<file path="src/rtl/store_monitor_pkg.sv">
// Shared types and constants for the store monitor and its debug log.
package store_monitor_pkg;

  typedef enum logic [1:0] {
    RUN     = 2'b00,
    PASS    = 2'b01,
    FAIL    = 2'b10,
    TIMEOUT = 2'b11
  } mon_state_t;

  localparam int unsigned MON_LOG_DEPTH = 4;
  localparam int unsigned MON_PTR_W     = $clog2(MON_LOG_DEPTH);

  typedef struct packed {
    logic [31:0] addr;
    logic [31:0] data;
  } log_entry_t;

endpackage

</file>
<file path="src/rtl/store_monitor_if.sv">
// Processor store bus as seen by the monitor.
interface store_monitor_if;
  logic        memwrite;
  logic [31:0] dataadr;
  logic [31:0] writedata;

  modport master (output memwrite, output dataadr, output writedata);
  modport slave  (input  memwrite, input  dataadr, input  writedata);
endinterface

</file>
<file path="src/rtl/store_log.sv">
// Circular buffer of recent stores; read index 0 is the oldest retained entry.
module store_log
  import store_monitor_pkg::*;
(
  input  logic                 clk,
  input  logic                 reset_n,
  input  logic                 we,
  input  logic [31:0]          wr_addr,
  input  logic [31:0]          wr_data,
  input  logic [MON_PTR_W-1:0] rd_idx,
  output logic [31:0]          rd_addr,
  output logic [31:0]          rd_data
);

  log_entry_t           mem [MON_LOG_DEPTH];
  logic [MON_PTR_W-1:0] wptr;
  logic [MON_PTR_W-1:0] rd_phys;

  always_ff @(posedge clk or negedge reset_n) begin
    if (!reset_n) begin
      wptr <= '0;
      for (int unsigned i = 0; i < MON_LOG_DEPTH; i++) begin
        mem[i] <= '0;
      end
    end else if (we) begin
      mem[wptr] <= '{addr: wr_addr, data: wr_data};
      wptr      <= wptr + 1'b1;
    end
  end

  // wptr points at the oldest entry once the buffer has wrapped; the pointer width wraps mod depth.
  always_comb begin
    rd_phys = wptr + rd_idx;
    rd_addr = mem[rd_phys].addr;
    rd_data = mem[rd_phys].data;
  end

endmodule

</file>
<file path="src/rtl/store_monitor.sv">
// Classifies processor stores into a sticky RUN/PASS/FAIL/TIMEOUT verdict with cycle/store counters.
module store_monitor
  import store_monitor_pkg::*;
#(
  parameter logic [31:0] RESULT_ADDR  = 32'd84,
  parameter logic [31:0] SCRATCH_ADDR = 32'd80,
  parameter logic [31:0] EXPECTED     = 32'hFFFF7F02,
  parameter int unsigned CYCLE_LIMIT  = 20
) (
  input  logic                 clk,
  input  logic                 reset_n,
  store_monitor_if.slave       bus,
  input  logic [MON_PTR_W-1:0] log_idx,
  output mon_state_t           status,
  output logic                 done,
  output logic                 pass,
  output logic [7:0]           cycle_count,
  output logic [7:0]           store_count,
  output logic [31:0]          log_addr,
  output logic [31:0]          log_data
);

  localparam logic [7:0] LIMIT_LAST = 8'(CYCLE_LIMIT - 1);

  logic       accept;
  mon_state_t next_status;

  // A terminating store on the limit edge takes precedence over the timeout.
  always_comb begin
    accept      = bus.memwrite && (status == RUN);
    next_status = status;
    if (status == RUN) begin
      if (accept && (bus.dataadr == RESULT_ADDR)) begin
        next_status = (bus.writedata == EXPECTED) ? PASS : FAIL;
      end else if (accept && (bus.dataadr != SCRATCH_ADDR)) begin
        next_status = FAIL;
      end else if (cycle_count == LIMIT_LAST) begin
        next_status = TIMEOUT;
      end
    end
  end

  always_ff @(posedge clk or negedge reset_n) begin
    if (!reset_n) begin
      status      <= RUN;
      done        <= 1'b0;
      pass        <= 1'b0;
      cycle_count <= '0;
      store_count <= '0;
    end else begin
      status <= next_status;
      done   <= (next_status != RUN);
      pass   <= (next_status == PASS);
      if (status == RUN) begin
        cycle_count <= cycle_count + 8'd1;
      end
      if (accept && (store_count != 8'hFF)) begin
        store_count <= store_count + 8'd1;
      end
    end
  end

  store_log u_log (
    .clk     (clk),
    .reset_n (reset_n),
    .we      (accept),
    .wr_addr (bus.dataadr),
    .wr_data (bus.writedata),
    .rd_idx  (log_idx),
    .rd_addr (log_addr),
    .rd_data (log_data)
  );

endmodule

</file>
<file path="src/flat_wrapper.sv">
// flat-port wrapper written by rule: the top's interface ports become plain ports
module store_monitor_flat import store_monitor_pkg::*;
#(
  parameter logic [31:0] RESULT_ADDR  = 32'd84,
  parameter logic [31:0] SCRATCH_ADDR = 32'd80,
  parameter logic [31:0] EXPECTED     = 32'hFFFF7F02,
  parameter int unsigned CYCLE_LIMIT  = 20
)
  (clk, reset_n, log_idx, status, done, pass, cycle_count, store_count, log_addr, log_data, bus_memwrite, bus_dataadr, bus_writedata);
  store_monitor_if bus_i ();
  input  logic clk;
  input  logic reset_n;
  input  logic [MON_PTR_W-1:0] log_idx;
  output mon_state_t status;
  output logic done;
  output logic pass;
  output logic [7:0] cycle_count;
  output logic [7:0] store_count;
  output logic [31:0] log_addr;
  output logic [31:0] log_data;
  input wire logic [$bits(bus_i.memwrite)-1:0] bus_memwrite;
  input wire logic [$bits(bus_i.dataadr)-1:0] bus_dataadr;
  input wire logic [$bits(bus_i.writedata)-1:0] bus_writedata;
  assign bus_i.memwrite = bus_memwrite;
  assign bus_i.dataadr = bus_dataadr;
  assign bus_i.writedata = bus_writedata;
  store_monitor #(.RESULT_ADDR(RESULT_ADDR), .SCRATCH_ADDR(SCRATCH_ADDR), .EXPECTED(EXPECTED), .CYCLE_LIMIT(CYCLE_LIMIT)) u_core (.clk(clk), .reset_n(reset_n), .bus(bus_i), .log_idx(log_idx), .status(status), .done(done), .pass(pass), .cycle_count(cycle_count), .store_count(store_count), .log_addr(log_addr), .log_data(log_data));
endmodule
</file>
<file path="config.mk">
export PLATFORM = sky130hd
export DESIGN_NAME = store_monitor_flat
export DESIGN_NICKNAME = d
export VERILOG_FILES = /design/src/rtl/store_monitor_pkg.sv /design/src/rtl/store_monitor_if.sv /design/src/rtl/store_log.sv /design/src/rtl/store_monitor.sv /design/src/flat_wrapper.sv
export SDC_FILE = /design/constraint.sdc
export NUM_CORES = 1
export LEC_CHECK = 0
export ABC_AREA = 0
export ABC_CLOCK_PERIOD_IN_PS = 1960
export BUFFER_PORTS_ARGS = -buffer_cell sky130_fd_sc_hd__buf_2
export CAP_MARGIN = 20
export CORE_MARGIN = 8
export CORE_UTILIZATION = 40
export CTS_CLUSTER_DIAMETER = 150
export DETAILED_ROUTE_END_ITERATION = 10
export SYNTH_ARGS = -nofsm -noshare
export SYNTH_HDL_FRONTEND = slang
export SYNTH_HIERARCHICAL = 1
export SYNTH_SLANG_ARGS = --single-unit
</file>
<file path="constraint.sdc">
create_clock -name clk -period 1.96 [get_ports clk]
set_clock_uncertainty 0.15 [all_clocks]
set_input_delay 0.098 -clock clk [delete_from_list [all_inputs] [get_ports clk]]
set_output_delay 0.098 -clock clk [all_outputs]
set_load 0.01 [all_outputs]
</file>
==> results of run 1 <==
==> layer usage <==
metal  share of wire [%]  vias up  global-route usage (%)
li1                    -     3352                       -
met1                  45     4100                   21.64
met2                  50      156                   28.14
met3                 3.8       36                   2.481
met4                 1.7        0                   3.375
met5                   0        -                       0
==> cells by family after synthesis <==
kind of cell	after synthesis	share of synthesized area, %
mux	322	36.38
xor+xnor	16	1.249
fa+ha+maj	7	0.7109
buf+inv	44	2.092
flops	278	56.47
simple gates	56	2.651
compound gates	6	0.4469
==> synth_stat cells <==
| master | instances |
|---|---|
| a211o_1 | 1 |
| and2_1 | 1 |
| and3_1 | 2 |
| and4_1 | 1 |
| and4b_1 | 2 |
| buf_2 | 32 |
| buf_6 | 7 |
| dfrtp_1 | 278 |
| ha_1 | 7 |
| inv_1 | 5 |
| mux2_2 | 258 |
| mux4_1 | 36 |
| mux4_2 | 28 |
| nand2_1 | 13 |
| nand3_1 | 7 |
| nand4_1 | 8 |
| nor2_1 | 7 |
| nor3_1 | 1 |
| nor4_1 | 8 |
| nor4_2 | 2 |
| nor4b_1 | 1 |
| nor4bb_1 | 1 |
| o21a_1 | 1 |
| o21ai_0 | 1 |
| o21bai_4 | 1 |
| o31ai_1 | 2 |
| or2_4 | 1 |
| or3b_4 | 1 |
| xnor2_1 | 9 |
| xnor3_1 | 1 |
| xor2_1 | 6 |
==> power by group through the flow <==
stage	logic (µW)	registers (µW)	clock network (µW)
after floorplan	298	5850	0
after global placement	687	5850	0
after detailed placement	685	5850	0
after CTS	834	5740	5980
after global routing	912	5740	6190
final	838	5750	5810
==> worst register-to-register path, delay by kind of cell (launching register included) <==
family | cells | cell delay, ns
multiplexers | 1 | 0.28
flip-flops | 1 | 0.38
AND/OR/NAND/NOR | 2 | 0.62
buffers and inverters | 3 | 0.50
==> flip-flops by register name, summed over array words and instances (netlist names) <==
signal / count
u_core/u_log/mem: 256
u_core/cycle_count: 8
u_core/store_count: 8
u_core/u_log/wptr: 2
u_core/status: 2
u_core/done: 1
u_core/pass: 1
==> what timing repair did <==
action | CTS | global route
pin swaps | 5 | 7
setup buffers | 2 | 4
hold buffers | 66 | 0
endpoints found under the hold margin | 536 | 0
gates cloned | 1 | 28
endpoints found under the setup margin | 114 | 251
gates resized for setup | 45 | 59
==> layout make-up <==
type,instances,share of cell area [%]
Inverter,5,0.1286
Multi-Input combinational cell,410,31.27
Timing Repair Buffer,289,17.27
Clock buffer,48,5.682
Clock inverter,9,0.5901
Tap cell,396,2.996
Sequential cell,278,42.07
==> stage by stage <==
step / hold WS (ns) / power, µW
CTS: 0.1324 / 12550
detailed placement: -0.08151 / 6534
global placement: -0.08059 / 6535
global route: 0.1656 / 12840
floorplan: -0.3476 / 6149
finish: 0.1648 / 12400
==> final timing paths <==
path	startpoint	to	slack (ns)	depth (start not counted)
max reg2reg	u_core/status[1]$_DFF_PN0_	u_core/u_log/mem[85]$_DFFE_PN0P_	-0.09	6
max in group asynchronous	reset_n	u_core/u_log/mem[105]$_DFFE_PN0P_	0.44	4
min in group asynchronous	reset_n	u_core/u_log/mem[163]$_DFFE_PN0P_	0.51	3
max	u_core/u_log/wptr[0]$_DFFE_PN0P_	log_data[9]	-0.58	5
min	bus_dataadr[5]	u_core/done$_DFF_PN0_	0.16	7
min reg2reg	u_core/store_count[7]$_DFFE_PN0P_	u_core/store_count[7]$_DFFE_PN0P_	0.34	1
==> results.json, run 1 <==
{
  "grt_overflow": 0,
  "dp_cells": 1277,
  "path_buf_inv": 3,
  "cts_tree": "done",
  "grt_pass1_wl_um": 47540,
  "power_density_nw_per_um2": 749.5,
  "required_ns": 1.71,
  "finish.utilization_pct": 54.35,
  "dieHeight_um": 191.5,
  "crit_fanout": 6,
  "firstDrtPassIters": 4,
  "antenna_left": 0,
  "p_seq_share_pct": 46.3,
  "switching_power_uw": 2754,
  "slew_violations": 0,
  "timing.slew.headroom_pct": 64.01,
  "rsz0062_at_grt": "yes",
  "io_buffer_count": 152,
  "gp_congestion": 0.7258,
  "multi_input_comb_area_um2": 5171,
  "grt_max_degree": 56,
  "routed_wl_um": 33330,
  "drt_iter0_drc": 341,
  "fin_crit_sh_pct": 129.8,
  "setup_viol": 249,
  "dieArea_um2": 36670,
  "wire_per_inst_um": 23.23,
  "maxCapViolations": 0,
  "initial_core_util_pct": 40.49,
  "ir_worst_vdd_uv": 754.4,
  "die_width_um": 191.5,
  "post_dp_cell_area_um2": 13910,
  "grt_pass1_vias": 8122,
  "violations": "negative setup slack",
  "grt_usage_pct": 16.34,
  "yosysWarningCount": 6,
  "yosys-top-cells-area": "dfrtp_1, mux2_2, mux4_1",
  "ys_seq_area_share_pct": 56.47,
  "cpPeakStageDelay_ns": 0.55,
  "layout.area.seq_um2": 6957,
  "synth_largest_area_cell": "dfrtp_1",
  "vias": 7644,
  "clockPowerShare_pct": 46.9,
  "min_period_ns": 2.545,
  "root_buffer": "clkbuf_16",
  "comb_power_share_pct": 6.8,
  "synth_nets": 805,
  "leakagePower_uw": 0.008405,
  "instances_no_fill": 1435,
  "synth_cell_types": 31,
  "worst_pin_slew_ns": 0.5350,
  "fillerInstances": 2537,
  "clk_path_buf_depth": 3,
  "final_area_um2": 16540,
  "layout_commonest_cell": "dfrtp_1",
  "pre_cts_ws_ns": -0.2818,
  "htree_levels": 1,
  "core.rowCount": 64,
  "p_sw_share_pct": 22.22,
  "path_class": "reg2out",
  "crit_chain": "ha_4 -> buf_4 -> buf_12 -> mux4_1 -> buf_2",
  "syn_area_um2": 12320,
  "via_per_inst": 5.327,
  "cp-end-kind": "primary output",
  "internal-power_uw": 9641,
  "hold_viol_final": 0,
  "final.setup.worst_slack_ns": -0.5847,
  "nets": 1091,
  "critPathTopFamily": "multiplexers",
  "diodes": 0,
  "io_pins": 153,
  "setup_tns_ns": -41.50,
  "clock_sinks": 278,
  "ys_seq_elements": 278,
  "design.core.area_um2": 30430,
  "antenna_found_initial": 0,
  "dpl.hpwl_um": 18900,
  "arrival_ns": 2.30,
  "numCtsBuffers": 31,
  "areaGrowthSynthToFinish_pct": 34.24,
  "synthCells": 729,
  "clkLatencyLatePin_ns": 0.54,
  "fmax_ghz": 0.3930,
  "layout.cells.most_common_list": "dfrtp_1, mux2_2, buf_2",
  "clk_pin_slew_ns": 0.06,
  "worst_hold_path_type": "in2reg",
  "synth_top_cell_area_share_pct": 56.47,
  "start_kind": "register",
  "syn_avg_cell_area_um2": 16.90,
  "status": "finished, violations left",
  "drcViolationCount": 0,
  "drive_above_1_share_pct": 58.71,
  "crit_slowest_cell": "mux4_1"
}
Note: power is estimated with default switching activity, not from simulation.
==> run 2: changes to the inputs <==
PLACE_DENSITY = 0.62   (was unset)
==> run 2 against run 1 <==
- the run still ends with negative setup slack left
- worst setup slack improved by 0.032 ns
- worst hold slack lost 0.074 ns
- clock power is 3% lower
- cell count shrank 1.7%
- design area is 2.5% lower
- die area unchanged
- via count down 3.1%
- global-route usage is 0.31 points higher
- sequential power about the same
- critical path type unchanged
- critical endpoint is now log_data[1]
- highest routed layer unchanged
==> results.json, run 2 (synthesized netlist as in run 1, its figures left out) <==
{
  "status": "finished, violations left",
  "violations": "negative setup slack",
  "fin_crit_sh_pct": 128.2,
  "rsz0062_at_grt": "yes",
  "die_width_um": 191.5,
  "arrival_ns": 2.26,
  "layout.cells.most_common_list": "dfrtp_1, mux2_2, buf_2",
  "p_sw_share_pct": 22.53,
  "areaGrowthSynthToFinish_pct": 30.86,
  "worst_pin_slew_ns": 0.5822,
  "design.core.area_um2": 30430,
  "antenna_found_initial": 1,
  "io_buffer_count": 152,
  "nets": 1068,
  "ir_worst_vdd_uv": 591.7,
  "leakagePower_uw": 0.008183,
  "final.setup.worst_slack_ns": -0.5526,
  "wire_per_inst_um": 21.52,
  "crit_slowest_cell": "mux4_2",
  "drcViolationCount": 0,
  "antenna_left": 0,
  "io_pins": 153,
  "layout_commonest_cell": "dfrtp_1",
  "internal-power_uw": 9505,
  "holdWs_ns": 0.09092,
  "routed_wl_um": 30370,
  "post_dp_cell_area_um2": 14000,
  "dpl.hpwl_um": 19490,
  "dieArea_um2": 36670,
  "root_buffer": "clkbuf_16",
  "largest_register": "u_core/u_log/mem",
  "fmax_ghz": 0.3980,
  "p_seq_share_pct": 46.8,
  "cpPeakStageDelay_ns": 0.55,
  "clockPowerShare_pct": 45.7,
  "fillerInstances": 2512,
  "firstDrtPassIters": 4,
  "power_density_nw_per_um2": 761.1,
  "largestRegisters": "u_core/u_log/mem x256, u_core/cycle_count x8, u_core/store_count x8",
  "vias": 7410,
  "clk_path_buf_depth": 3,
  "path_class": "reg2out",
  "switching_power_uw": 2764,
  "cp-end-kind": "primary output",
  "grt_pass1_vias": 8417,
  "clock_sinks": 278,
  "min_period_ns": 2.513,
  "via_per_inst": 5.252,
  "initial_core_util_pct": 40.49,
  "numCtsBuffers": 31,
  "worst_hold_path_type": "in2reg",
  "htree_levels": 1,
  "path_buf_inv": 3,
  "maxCapViolations": 0,
  "setup_viol": 64,
  "drt_iter0_drc": 249,
  "drive_above_1_share_pct": 58.58,
  "clkLatencyLatePin_ns": 0.54,
  "required_ns": 1.71,
  "hold_viol_final": 0,
  "timing.slew.headroom_pct": 61.19,
  "largest_register_ffs": 256,
  "cts_tree": "done",
  "crit_chain": "ha_4 -> buf_8 -> buf_12 -> mux4_2 -> buf_6",
  "final_area_um2": 16120,
  "grt_usage_pct": 16.65,
  "clk_pin_slew_ns": 0.06,
  "grt_overflow": 0,
  "comb_power_share_pct": 7.5,
  "dieHeight_um": 191.5,
  "grt_pass1_wl_um": 48580,
  "gp_congestion": 0.7170,
  "start_kind": "register",
  "critPathTopFamily": "multiplexers",
  "grt_max_degree": 69,
  "crit_fanout": 8,
  "core.rowCount": 64,
  "slew_violations": 0
}
-- run 2: cell types whose count changed in the layout (fill, tap and decap cells not counted), sizes merged --
| cell | change |
|---|---|
| clkinv | +2 |
| clkbuf | -18 |
| nand2 | -3 |
| bufinv | -2 |
| buf | -5 |
| inv | +2 |
| diode | +1 |
| clkinvlp | -1 |
-- run 2: metal layers --
metal	vias up	part of all wire [%]	global-route usage, %
li1	3274	-	-
met1	3964	44	22.61
met5	-	0	0
met2	129	50	27.59
met3	43	4.1	2.663
met4	0	1.6	4.144
-- run 2: final cells by class --
cell class,count,area [µm²],share of cell area [%]
inverter,5,18.77,0.1164
sequential,278,6957,43.15
tap,396,495.5,3.074
clock buffer,45,948.4,5.883
antenna,1,2.502,0.01552
clock inverter,10,57.56,0.3570
multi-input combinational,407,5054,31.35
timing repair buffer,269,2587,16.05
-- run 2: metrics by stage --
stage / util (%) / setup TNS [ns] / instances / worst slack, ns / power (µW)
floorplan: - / -10.87 / 729 / -0.04334 / 6149
global placement: 46.01 / -1.377 / 1279 / -0.2812 / 6558
detailed placement: 46.01 / -1.598 / 1279 / -0.3234 / 6558
CTS: 52.59 / -35.49 / 1409 / -0.6391 / 12440
global route: 52.98 / -38.22 / 1411 / -0.6363 / 12770
finish: 52.98 / -32.88 / 1411 / -0.5526 / 12270
-- run 2: worst min-delay path, stage by stage --
cell and delay (ns):
buf_2 0.09, nor4_1 0.06, nand4_1 0.23, nor4_4 0.10, o21a_1 0.16
-- run 2: what timing repair did --
item                                    4_1_cts  5_1_grt
hold endpoints to repair                    537        0
hold buffers                                 66        0
gates resized for setup                      98       24
setup buffers                                 6        1
endpoints found under the setup margin       67      164
pin swaps                                     6        4
gates cloned                                  3        2
-- run 2: final timing paths --
path | from | end | slack [ns] | cells after the start
max | u_core/u_log/wptr[0]$_DFFE_PN0P_ | log_data[1] | -0.55 | 5
min | bus_dataadr[21] | u_core/pass$_DFF_PN0_ | 0.09 | 5
max reg2reg | u_core/status[0]$_DFF_PN0_ | u_core/status[1]$_DFF_PN0_ | 0.02 | 5
min reg2reg | u_core/cycle_count[7]$_DFFE_PN0N_ | u_core/cycle_count[7]$_DFFE_PN0N_ | 0.35 | 1
max in group asynchronous | reset_n | u_core/store_count[2]$_DFFE_PN0P_ | 0.45 | 4
min in group asynchronous | reset_n | u_core/u_log/mem[100]$_DFFE_PN0P_ | 0.49 | 3
-- run 2: power by group through the flow --
stage                     Clock, µW  Combinational (µW)  Sequential [µW]
after floorplan                   0                 298             5850
after global placement            0                 710             5850
after detailed placement          0                 710             5850
after CTS                      5770                 921             5740
after global routing           6040                 995             5740
final                          5610                 916             5740
==> run 3: changes to the inputs <==
SYNTH_HIERARCHICAL = unset   (was 1)
==> run 3 against run 2 <==
- utilization rose by 1.0 points
- total power fell by 2.6%
- sequential share of layout area fell by 0.80 points
- the flow still finishes with violations (negative setup slack)
- highest routed layer unchanged
==> results.json, run 3 <==
{
  "required_ns": 1.71,
  "cts_tree": "done",
  "finish.utilization_pct": 53.98,
  "largestRegisters": "u_core.u_log.mem x256, u_core.cycle_count x8, u_core.store_count x8",
  "leakagePower_uw": 0.008028,
  "use_met3_pct": 2.536,
  "ys_seq_elements": 278,
  "nets": 1092,
  "grt_max_degree": 52,
  "io_pins": 153,
  "internal-power_uw": 9360,
  "root_buffer": "clkbuf_16",
  "use_met1_pct": 22.69,
  "clk_path_buf_depth": 3,
  "switching_power_uw": 2595,
  "syn_avg_cell_area_um2": 16.81,
  "grt_overflow": 0,
  "synth_top_family_by_area": "multiplexers",
  "yosysMostFrequentCell": "dfrtp_1",
  "clock_sinks": 278,
  "drcViolationCount": 0,
  "clockPowerShare_pct": 46.5,
  "numCtsBuffers": 31,
  "p_seq_share_pct": 48.0,
  "worst_hold_path_type": "in2reg",
  "dieArea_um2": 36580,
  "yosys-top-cells-area": "dfrtp_1, mux2_2, mux4_2",
  "htree_levels": 1,
  "gp_congestion": 0.7332,
  "min_period_ns": 2.577,
  "vias": 7462,
  "grt_pass1_wl_um": 47510,
  "maxCapViolations": 0,
  "crit_fanout": 12,
  "ys_seq_area_share_pct": 56.62,
  "worst_pin_slew_ns": 0.4757,
  "pre_cts_ws_ns": -0.1876,
  "clk_pin_slew_ns": 0.06,
  "post_dp_cell_area_um2": 13850,
  "yosys.area_share.xor_xnor_pct": 1.273,
  "min_path_cells": 8,
  "synth_adder_area_share_pct": 0.7128,
  "routed_wl_um": 31480,
  "synthSimpleGateAreaFrac_pct": 2.821,
  "layout.cells.most_common_list": "dfrtp_1, mux2_2, buf_2",
  "grt_pass1_vias": 8164,
  "drive_above_1_share_pct": 57.97,
  "synth_compound_area_share_pct": 0.4481,
  "setup_viol": 74,
  "status": "finished, violations left",
  "drt_iter0_drc": 323,
  "largest_register_ffs": 256,
  "antenna_found_initial": 0,
  "synthArstFlopShare_pct": 100.0,
  "arrival_ns": 2.33,
  "dieHeight_um": 191.3,
  "fin_crit_sh_pct": 131.5,
  "largest_register": "u_core.u_log.mem",
  "io_buffer_count": 152,
  "worstRegToRegCells": 7,
  "dpl.hpwl_um": 19300,
  "layout_commonest_cell": "dfrtp_1",
  "wire_per_inst_um": 21.98,
  "cp-end-kind": "primary output",
  "holdWs_ns": 0.1245,
  "yosysWarningCount": 0,
  "clkLatencyLatePin_ns": 0.54,
  "synthMuxAreaShare_pct": 35.47,
  "slew_violations": 0,
  "grt_use_met2_pct": 26.62,
  "final_area_um2": 16430,
  "firstDrtPassIters": 4,
  "timing.slew.headroom_pct": 68.29,
  "ir_worst_vdd_uv": 603.5,
  "path_class": "reg2out",
  "synthCells": 731,
  "via_per_inst": 5.211,
  "fin_total_pwr_uw": 11960,
  "die_width_um": 191.3,
  "synthFlopType": "dfrtp_1",
  "rsz0062_at_grt": "yes",
  "antenna_left": 0,
  "fmax_ghz": 0.3880,
  "design.core.area_um2": 30430,
  "areaGrowthSynthToFinish_pct": 33.69,
  "p_sw_share_pct": 21.70,
  "start_kind": "register",
  "initial_core_util_pct": 40.38,
  "violations": "negative setup slack",
  "synth_edf_count": 0,
  "power_density_nw_per_um2": 727.8,
  "top_usage_layer": "met2",
  "synth_nets": 807,
  "synth_largest_area_cell": "dfrtp_1",
  "synth_top_cell_area_share_pct": 56.62,
  "final.setup.worst_slack_ns": -0.6170,
  "comb_power_share_pct": 5.5,
  "grt_usage_pct": 16.36,
  "hold_viol_final": 0,
  "synthTopCellsByCount": "dfrtp_1, mux2_2, mux4_2, buf_2, buf_6",
  "syn_area_um2": 12290,
  "core.rowCount": 64,
  "synth_cell_types": 35
}
[run 3: metrics by stage]
step           cells  setup TNS (ns)
6_report        1432          -36.53
5_1_grt         1431          -47.75
4_1_cts         1403          -39.56
3_5_place_dp    1281          -9.592
3_3_place_gp    1281          -7.836
2_1_floorplan    731          -4.446
[run 3: power groups by stage]
stage / Clock, µW / Sequential, µW / Combinational (µW)
final: 5560 / 5740 / 653
after global routing: 5930 / 5740 / 716
after floorplan: 0 / 5850 / 126
after detailed placement: 0 / 5840 / 494
after CTS: 5730 / 5740 / 627
after global placement: 0 / 5840 / 496
[run 3: area by class of cell]
cell class,count,area (µm²)
tap,396,495.5
clock buffer,44,874.6
clock inverter,8,90.09
antenna,1,2.502
timing repair buffer,294,2884
multi-input combinational,408,5111
fill,2515,14000
inverter,3,11.26
sequential,278,6957
[run 3: what timing repair did]
| item | CTS | global route |
|---|---|---|
| gates resized for setup | 27 | 49 |
| buffers inserted | 2 | 13 |
| endpoints found under the setup margin | 64 | 171 |
| hold endpoints to repair | 547 | 0 |
| gates cloned | 1 | 15 |
| pin swaps | 0 | 2 |
| hold buffers | 67 | 0 |
[run 3: metal layers]
layer  share of wire, %  vias up
li1                   -     3325
met2                 48      157
met1                 46     3933
met4                2.2        0
met3                4.3       47
met5                  0        -
[run 3: final timing paths]
kind / startpoint / slack [ns] / endpoint
setup / recovery: u_core.u_log.wptr[0]$_DFFE_PN0P_ / -0.62 / log_addr[2]
hold / removal: bus_dataadr[28] / 0.12 / u_core.status[0]$_DFF_PN0_
setup reg to reg: u_core.u_log.wptr[0]$_DFFE_PN0P_ / -0.02 / u_core.u_log.mem[65]$_DFFE_PN0P_
hold reg to reg: u_core.u_log.mem[162]$_DFFE_PN0P_ / 0.33 / u_core.u_log.mem[162]$_DFFE_PN0P_
max in group asynchronous: reset_n / 0.49 / u_core.u_log.mem[147]$_DFFE_PN0P_
min in group asynchronous: reset_n / 0.48 / u_core.u_log.mem[207]$_DFFE_PN0P_
[run 3: logic make-up after synthesis]
family	Yosys count
fa+ha+maj	7
simple gates	55
flops	278
buf+inv	45
compound gates	6
xor+xnor	17
mux	323
[run 3: worst max-delay path, stage by stage, from the launching register on]
cell     delay [ns]
dfrtp_1        0.41
ha_4           0.19
xnor2_4        0.19
xnor2_4        0.17
buf_6          0.15
buf_12         0.15
mux4_2         0.36
buf_6          0.15
